## src/rtl/tag_allocator_pkg.sv

```systemverilog
// tag_allocator_pkg: shared state encoding and default sizes for the tag allocator.
package tag_allocator_pkg;
   localparam int INDEX_BITS = 3;
   localparam int ADDR_WIDTH = 32;
   typedef enum logic {INIT, READY} state_t;
endpackage

```

## src/rtl/tag_allocator_tag_ring.sv

```systemverilog
// tag_ring: circular FIFO of free tags with head/tail pointers and occupancy count.
module tag_ring
   import tag_allocator_pkg::*;
#(
   parameter int index_bits = INDEX_BITS
) (
   input  logic                  clk,
   input  logic                  reset_n,
   input  logic                  push,
   input  logic [index_bits-1:0] push_tag,
   input  logic                  pop,
   output logic [index_bits-1:0] head_tag,
   output logic [index_bits:0]   count
);
   localparam int N = 1 << index_bits;
   logic [index_bits-1:0] ring [N];
   logic [index_bits-1:0] head, tail;
   // Pointers are exactly index_bits wide, so wrapping modulo N is free.
   always_ff @(posedge clk or negedge reset_n) begin
      if (!reset_n) begin
         head  <= '0;
         tail  <= '0;
         count <= '0;
      end else begin
         if (push) tail <= tail + index_bits'(1);
         if (pop) head <= head + index_bits'(1);
         count <= count + (index_bits+1)'(push) - (index_bits+1)'(pop);
      end
   end
   always_ff @(posedge clk) begin
      if (push) ring[tail] <= push_tag;
   end
   assign head_tag = ring[head];
endmodule

```

## src/rtl/tag_allocator.sv

```systemverilog
// tag_allocator: hands out tags from a free ring, binds each to an address,
// and supports retire and associative lookup of outstanding tags.
module tag_allocator
   import tag_allocator_pkg::*;
#(
   parameter int index_bits = INDEX_BITS,
   parameter int addr_width = ADDR_WIDTH
) (
   input  logic                  clk,
   input  logic                  reset_n,
   input  logic                  enable,
   input  logic                  alloc_req,
   input  logic [addr_width-1:0] alloc_addr,
   output logic                  alloc_grant,
   output logic [index_bits-1:0] alloc_tag,
   input  logic                  retire_valid,
   input  logic [index_bits-1:0] retire_tag,
   output logic [addr_width-1:0] retire_addr,
   output logic                  retire_err,
   input  logic [addr_width-1:0] lookup_addr,
   output logic                  lookup_hit,
   output logic [index_bits-1:0] lookup_tag,
   output logic [index_bits:0]   outstanding,
   output logic                  ready
);
   localparam int N = 1 << index_bits;
   state_t state, state_nx;
   logic [N-1:0] valid;
   logic [addr_width-1:0] addr_mem [N];
   logic [index_bits:0] free_cnt;
   logic legal, push;
   logic [index_bits-1:0] push_tag;
   assign ready       = state == READY;
   assign alloc_grant = alloc_req & ready & (free_cnt != '0);
   assign legal       = retire_valid & ready & valid[retire_tag];
   assign retire_addr = addr_mem[retire_tag];
   // During INIT the ring count doubles as the next tag to seed.
   always_comb begin
      state_nx = (state == INIT && enable && free_cnt == (index_bits+1)'(N-1)) ? READY : state;
      push     = enable & (ready ? legal : 1'b1);
      push_tag = ready ? retire_tag : free_cnt[index_bits-1:0];
   end
   tag_ring #(.index_bits(index_bits)) u_ring (
      .clk      (clk),
      .reset_n  (reset_n),
      .push     (push),
      .push_tag (push_tag),
      .pop      (enable & alloc_grant),
      .head_tag (alloc_tag),
      .count    (free_cnt)
   );
   always_ff @(posedge clk or negedge reset_n) begin
      if (!reset_n) state <= INIT;
      else state <= state_nx;
   end
   always_ff @(posedge clk or negedge reset_n) begin
      if (!reset_n) begin
         valid       <= '0;
         outstanding <= '0;
         retire_err  <= 1'b0;
      end else if (enable) begin
         if (alloc_grant) valid[alloc_tag] <= 1'b1;
         if (legal) valid[retire_tag] <= 1'b0;
         outstanding <= outstanding + (index_bits+1)'(alloc_grant) - (index_bits+1)'(legal);
         retire_err  <= retire_valid & ~legal;
      end
   end
   always_ff @(posedge clk) begin
      if (enable & alloc_grant) addr_mem[alloc_tag] <= alloc_addr;
   end
   always_comb begin
      lookup_hit = 1'b0;
      lookup_tag = '0;
      for (int i = N - 1; i >= 0; i--) begin
         if (valid[i] && addr_mem[i] == lookup_addr) begin
            lookup_hit = 1'b1;
            lookup_tag = index_bits'(i);
         end
      end
   end
endmodule
```

## config.mk

```make
export PLATFORM = sky130hd
export DESIGN_NAME = tag_allocator
export DESIGN_NICKNAME = d
export VERILOG_FILES = /design/src/rtl/tag_allocator_pkg.sv /design/src/rtl/tag_allocator_tag_ring.sv /design/src/rtl/tag_allocator.sv
export SDC_FILE = /design/constraint.sdc
export NUM_CORES = 1
export LEC_CHECK = 0
export BUFFER_PORTS_ARGS = -buffer_cell sky130_fd_sc_hd__buf_2
export CAP_MARGIN = 20
export CORE_MARGIN = 4
export CORE_UTILIZATION = 45
export DETAILED_ROUTE_END_ITERATION = 16
export MAX_ROUTING_LAYER = met4
export PLACE_DENSITY = 0.62
export SYNTH_ARGS = -nofsm -noshare
export SYNTH_HDL_FRONTEND = slang
export SYNTH_SLANG_ARGS = --single-unit
```

## constraint.sdc

```tcl
create_clock -name clk -period 5.45 [get_ports clk]
set_input_delay 0.2725 -clock clk [delete_from_list [all_inputs] [get_ports clk]]
set_output_delay 0.2725 -clock clk [all_outputs]
set_load 0.1 [all_outputs]
```

==> summary.md <==
| Metric | Value |
|---|---|
| Tcrit/Tclk final | 0.749 |
| Max clock buf depth | 3 |
| Drt via density | 5.87 |
| Commonest non-fill, non-tap cell in the layout | sky130_fd_sc_hd__edfxtp_1 |
| Multiplexer fraction of the synthesized cell area | 0.0736 |
| Number of post-CTS setup repair buffers | 0 |
| Kind of end point of the critical path | output pin |
| Library cell contributing the largest single delay on the critical path | sky130_fd_sc_hd__nor4_1 |
| Standard cell area after detailed placement | 0.0161 mm2 |
| Cell chain of the critical path | xor2_1 > nor4_1 > nand3_1 > nor4_1 > nand2b_1 > nand3b_1 > nor3b_1 > buf_2 |
| Dpl ws | 1.80 ns |
| Hold endpoint | retire_err$_DFFE_PN0P_ |
| Count of port buffers added during placement | 117 |
| Largest net degree at the start of global routing | 60 |
| Routability congestion estimate | 0.984 |
| Maximum resistive drop on vdd | 304 uV |
| Data arrival time of the critical path | 3.81 ns |
| Reg2reg end | addr_mem[4][6]$_DFFE_PP_ |
| Die Outline Area | 0.0368 mm2 |
| Number of cells traversed by the worst hold path | 3 |
| Final hold slack | 0.0169 ns |
| Post-synthesis share of cell area spent on and, or, nand and nor gates | 0.0671 |
| Adder and majority cell fraction of the synthesized area | 0.0125 |
| Starting utilization of the core area | 0.455 |
| Count of cells along the worst register-to-register path | 5 |
| Detailed placement HPWL | 34.4 mm |
| Total count of hold-check failures in the final report | 0 |
| Area growth from synthesis to layout | 13.3% |
| Worst reg2reg path startpoint | u_ring.head[0]$_DFFE_PN0N_ |
| Worst Setup Start Kind | register |
| Final routed wirelength across all metal layers | 48.1 mm |
| TritonCTS buffer count | 35 |
| Outcome | finished clean |
| Ys flop type | sky130_fd_sc_hd__edfxtp_1 |
| Area of the placeable core | 0.0334 mm2 |
| Filler-free cell count of the finished design | 1677 |
| Reported leakage power | 5.82 nW |
| Cells after DPL | 1610 |
| Mapped Area | 0.0152 mm2 |
| GRT Overall Usage | 0.268 |
| PnR Total Power | 7.32 mW |
| Violation count after the first detailed-route iteration | 1267 |
| Per-instance average area after synthesis | 13.8 um2 |
| Number of buffers and inverters on the critical path | 1 |
| Number of search-and-repair iterations in the first detailed-routing pass | 6 |
| Via count of the first global-routing pass | 9685 |
| First-pass GRT wire length | 68.8 mm |
| Ratio of total power to cell area | 425 mW/mm2 |
| Number of synthesized register bits | 304 |
| Setup Crit Path Kind | reg -> out |
| Antenna violations before repair | 1 |
| Biggest fanout along the worst timing path | 2 |
| Minimum setup slack in the final design | 1.37 ns |
| Fraction of the mapped netlist area in compound gates | 0.0671 |
| Clk Latency, worst-skew pair | 0.52 ns |
| Most used cells in the layout excluding fill and tap cells | 280 x sky130_fd_sc_hd__edfxtp_1, 183 x sky130_fd_sc_hd__xnor2_1, 115 x sky130_fd_sc_hd__buf_2 |
| Yosys synthesis warning count | 0 |
| Upper clock frequency limit | 245 MHz |
| Number of maximum-capacitance constraint violations | 0 |
| Number of distinct standard cells referenced by the synthesized netlist | 51 |
| Antenna Violating Nets Remaining | 0 |
| Final Slew Violations | 0 |
| Shortest period the worst path allows | 4.08 ns |
| Number of endpoints failing setup at the final stage | 0 |
| Wire length per cell after detailed routing | 28.7 um |
| Kind of cell with the highest combined delay on the critical path | simple AND/OR/NAND/NOR gates |
| Hold Startpoint | retire_valid |
| Worst clock skew | 0.00826 ns |
| Final Cell Area | 0.0172 mm2 |
| Post-synthesis share of cell area spent on xor and xnor gates | 0.153 |
| Required time of the worst setup path | 5.18 ns |
| Worst setup slack for register-to-register paths | 2.13 ns |
| RSZ-0062 raised after global routing | false |
| Normalized max-slew margin | 0.339 |
| Chip width | 192 um |
| Number of top-level pins | 118 |
| Net count of the mapped netlist | 1190 |
| Vertical die dimension | 192 um |
| CTS H-tree lvls | 2 |
| EDFF count, synth | 280 |
| Fill cell instance count of the final layout | 2894 |
| Sequential cell area fraction in the yosys report | 0.592 |
| Post-cts resize count | 0 |
| Transition time at the pin with the least slew margin | 0.982 ns |
| Instance count of the mapped netlist | 1104 |
| Clock transition at path regs | 0.06 ns |
| Worst min-delay path class | in -> reg |
| Root buf cell | sky130_fd_sc_hd__clkbuf_16 |
| Post-synthesis async set-or-reset flop share | 0.0789 |
| Dominant combinational cell family by area after synthesis | XOR/XNOR gates |
| Clock tree from TritonCTS | yes |
| Critical path depth | 8 |
| # hold bufs at CTS | 1 |
| Vias | 9851 |
| DRC violation count after routing | 0 |
| Clock sink count | 304 |
| Number of standard-cell rows in the floorplan | 67 |
| Most Frequent Cell on Critical Path | sky130_fd_sc_hd__nor4_1 |
| Net total in the final layout | 1288 |
| Delay contributed by the slowest stage of the critical path | 0.78 ns |
| End-of-flow core utilization | 0.515 |
| TNS Setup | 0 ns |
| Total global routing overflow | 0 |
| Proportion of layout cells with a drive suffix above 1 | 0.221 |
==> worst max path at each step <==
| stage | from | to | slack (ns) |
|---|---|---|---|
| CTS | addr_mem[3][4]$_DFFE_PP_ | lookup_tag[1] | 1.47 |
| floorplan | ready$_DFFE_PN0P_ | addr_mem[7][0]$_DFFE_PP_ | 0.05 |
| finish | addr_mem[7][18]$_DFFE_PP_ | lookup_tag[2] | 1.37 |
| global route | addr_mem[7][18]$_DFFE_PP_ | lookup_tag[2] | 1.35 |
| global placement | retire_tag[2] | retire_addr[5] | 1.90 |
| detailed placement | retire_tag[2] | retire_addr[5] | 1.80 |
==> cell usage after synthesis, types with 14 or more instances <==
master	n	area, um2
sky130_fd_sc_hd__xnor2_1	183	1600
sky130_fd_sc_hd__nor4_1	26	163
sky130_fd_sc_hd__o22ai_1	14	87.6
sky130_fd_sc_hd__inv_1	18	67.6
sky130_fd_sc_hd__clkbuf_1	25	93.8
sky130_fd_sc_hd__mux2i_1	23	230
sky130_fd_sc_hd__a21oi_1	22	110
sky130_fd_sc_hd__o221ai_1	14	123
sky130_fd_sc_hd__buf_2	15	75.1
sky130_fd_sc_hd__dfrtp_1	24	601
sky130_fd_sc_hd__mux2_2	59	664
sky130_fd_sc_hd__xor2_1	80	701
sky130_fd_sc_hd__edfxtp_1	280	8410
sky130_fd_sc_hd__a221oi_1	26	228
sky130_fd_sc_hd__nor2_1	43	161
sky130_fd_sc_hd__nand2_1	45	169
sky130_fd_sc_hd__a22oi_1	27	203
sky130_fd_sc_hd__buf_6	18	203
sky130_fd_sc_hd__nand4_1	43	269
==> registers in the layout, summed over array words and instances (netlist names) <==
name and flops:
ready 1, u_ring.count 4, u_ring.tail 3, addr_mem 256, retire_err 1, outstanding 4
u_ring.ring 24, valid 8, u_ring.head 3
==> final cells by class <==
| type | count | area [um2] | area share |
|---|---|---|---|
| Antenna cell | 1 | 2.50 | 0.000145 |
| Clock buffer | 44 | 930 | 0.0540 |
| Clock inverter | 19 | 175 | 0.0102 |
| Inverter | 20 | 75.1 | 0.00436 |
| Multi-Input combinational cell | 706 | 5740 | 0.333 |
| Sequential cell | 304 | 9010 | 0.523 |
| Tap cell | 448 | 561 | 0.0325 |
| Timing Repair Buffer | 135 | 736 | 0.0427 |
==> logic make-up after synthesis <==
group                      Yosys count
and+or+nand+nor                    199
muxes                               92
xor gates and xnor gates           264
buffers and inverters               94
adders and majority gates           14
DFF                                304
AOI/OAI and AO/OA                  137
==> routing by layer <==
metal | wire length [um] | vias up | track usage
met5 | 0 | - | -
met4 | 1380 | 0 | 0.0718
met3 | 4600 | 77 | 0.0613
met2 | 21800 | 533 | 0.399
met1 | 20300 | 4904 | 0.373
li1 | - | 4337 | -
==> tightest hold or removal path: stages <==
cell	delay [ns]
sky130_fd_sc_hd__buf_2	0.11
sky130_fd_sc_hd__nand2_1	0.05
sky130_fd_sc_hd__o22ai_1	0.05
==> power breakdown <==
part           internal (mW)  switching (mW)  leakage, nW
Clock                   1.35           0.942        0.541
Combinational          0.553            1.37         2.47
Sequential              2.88           0.219         2.81
(Power assumes the default switching activity.)
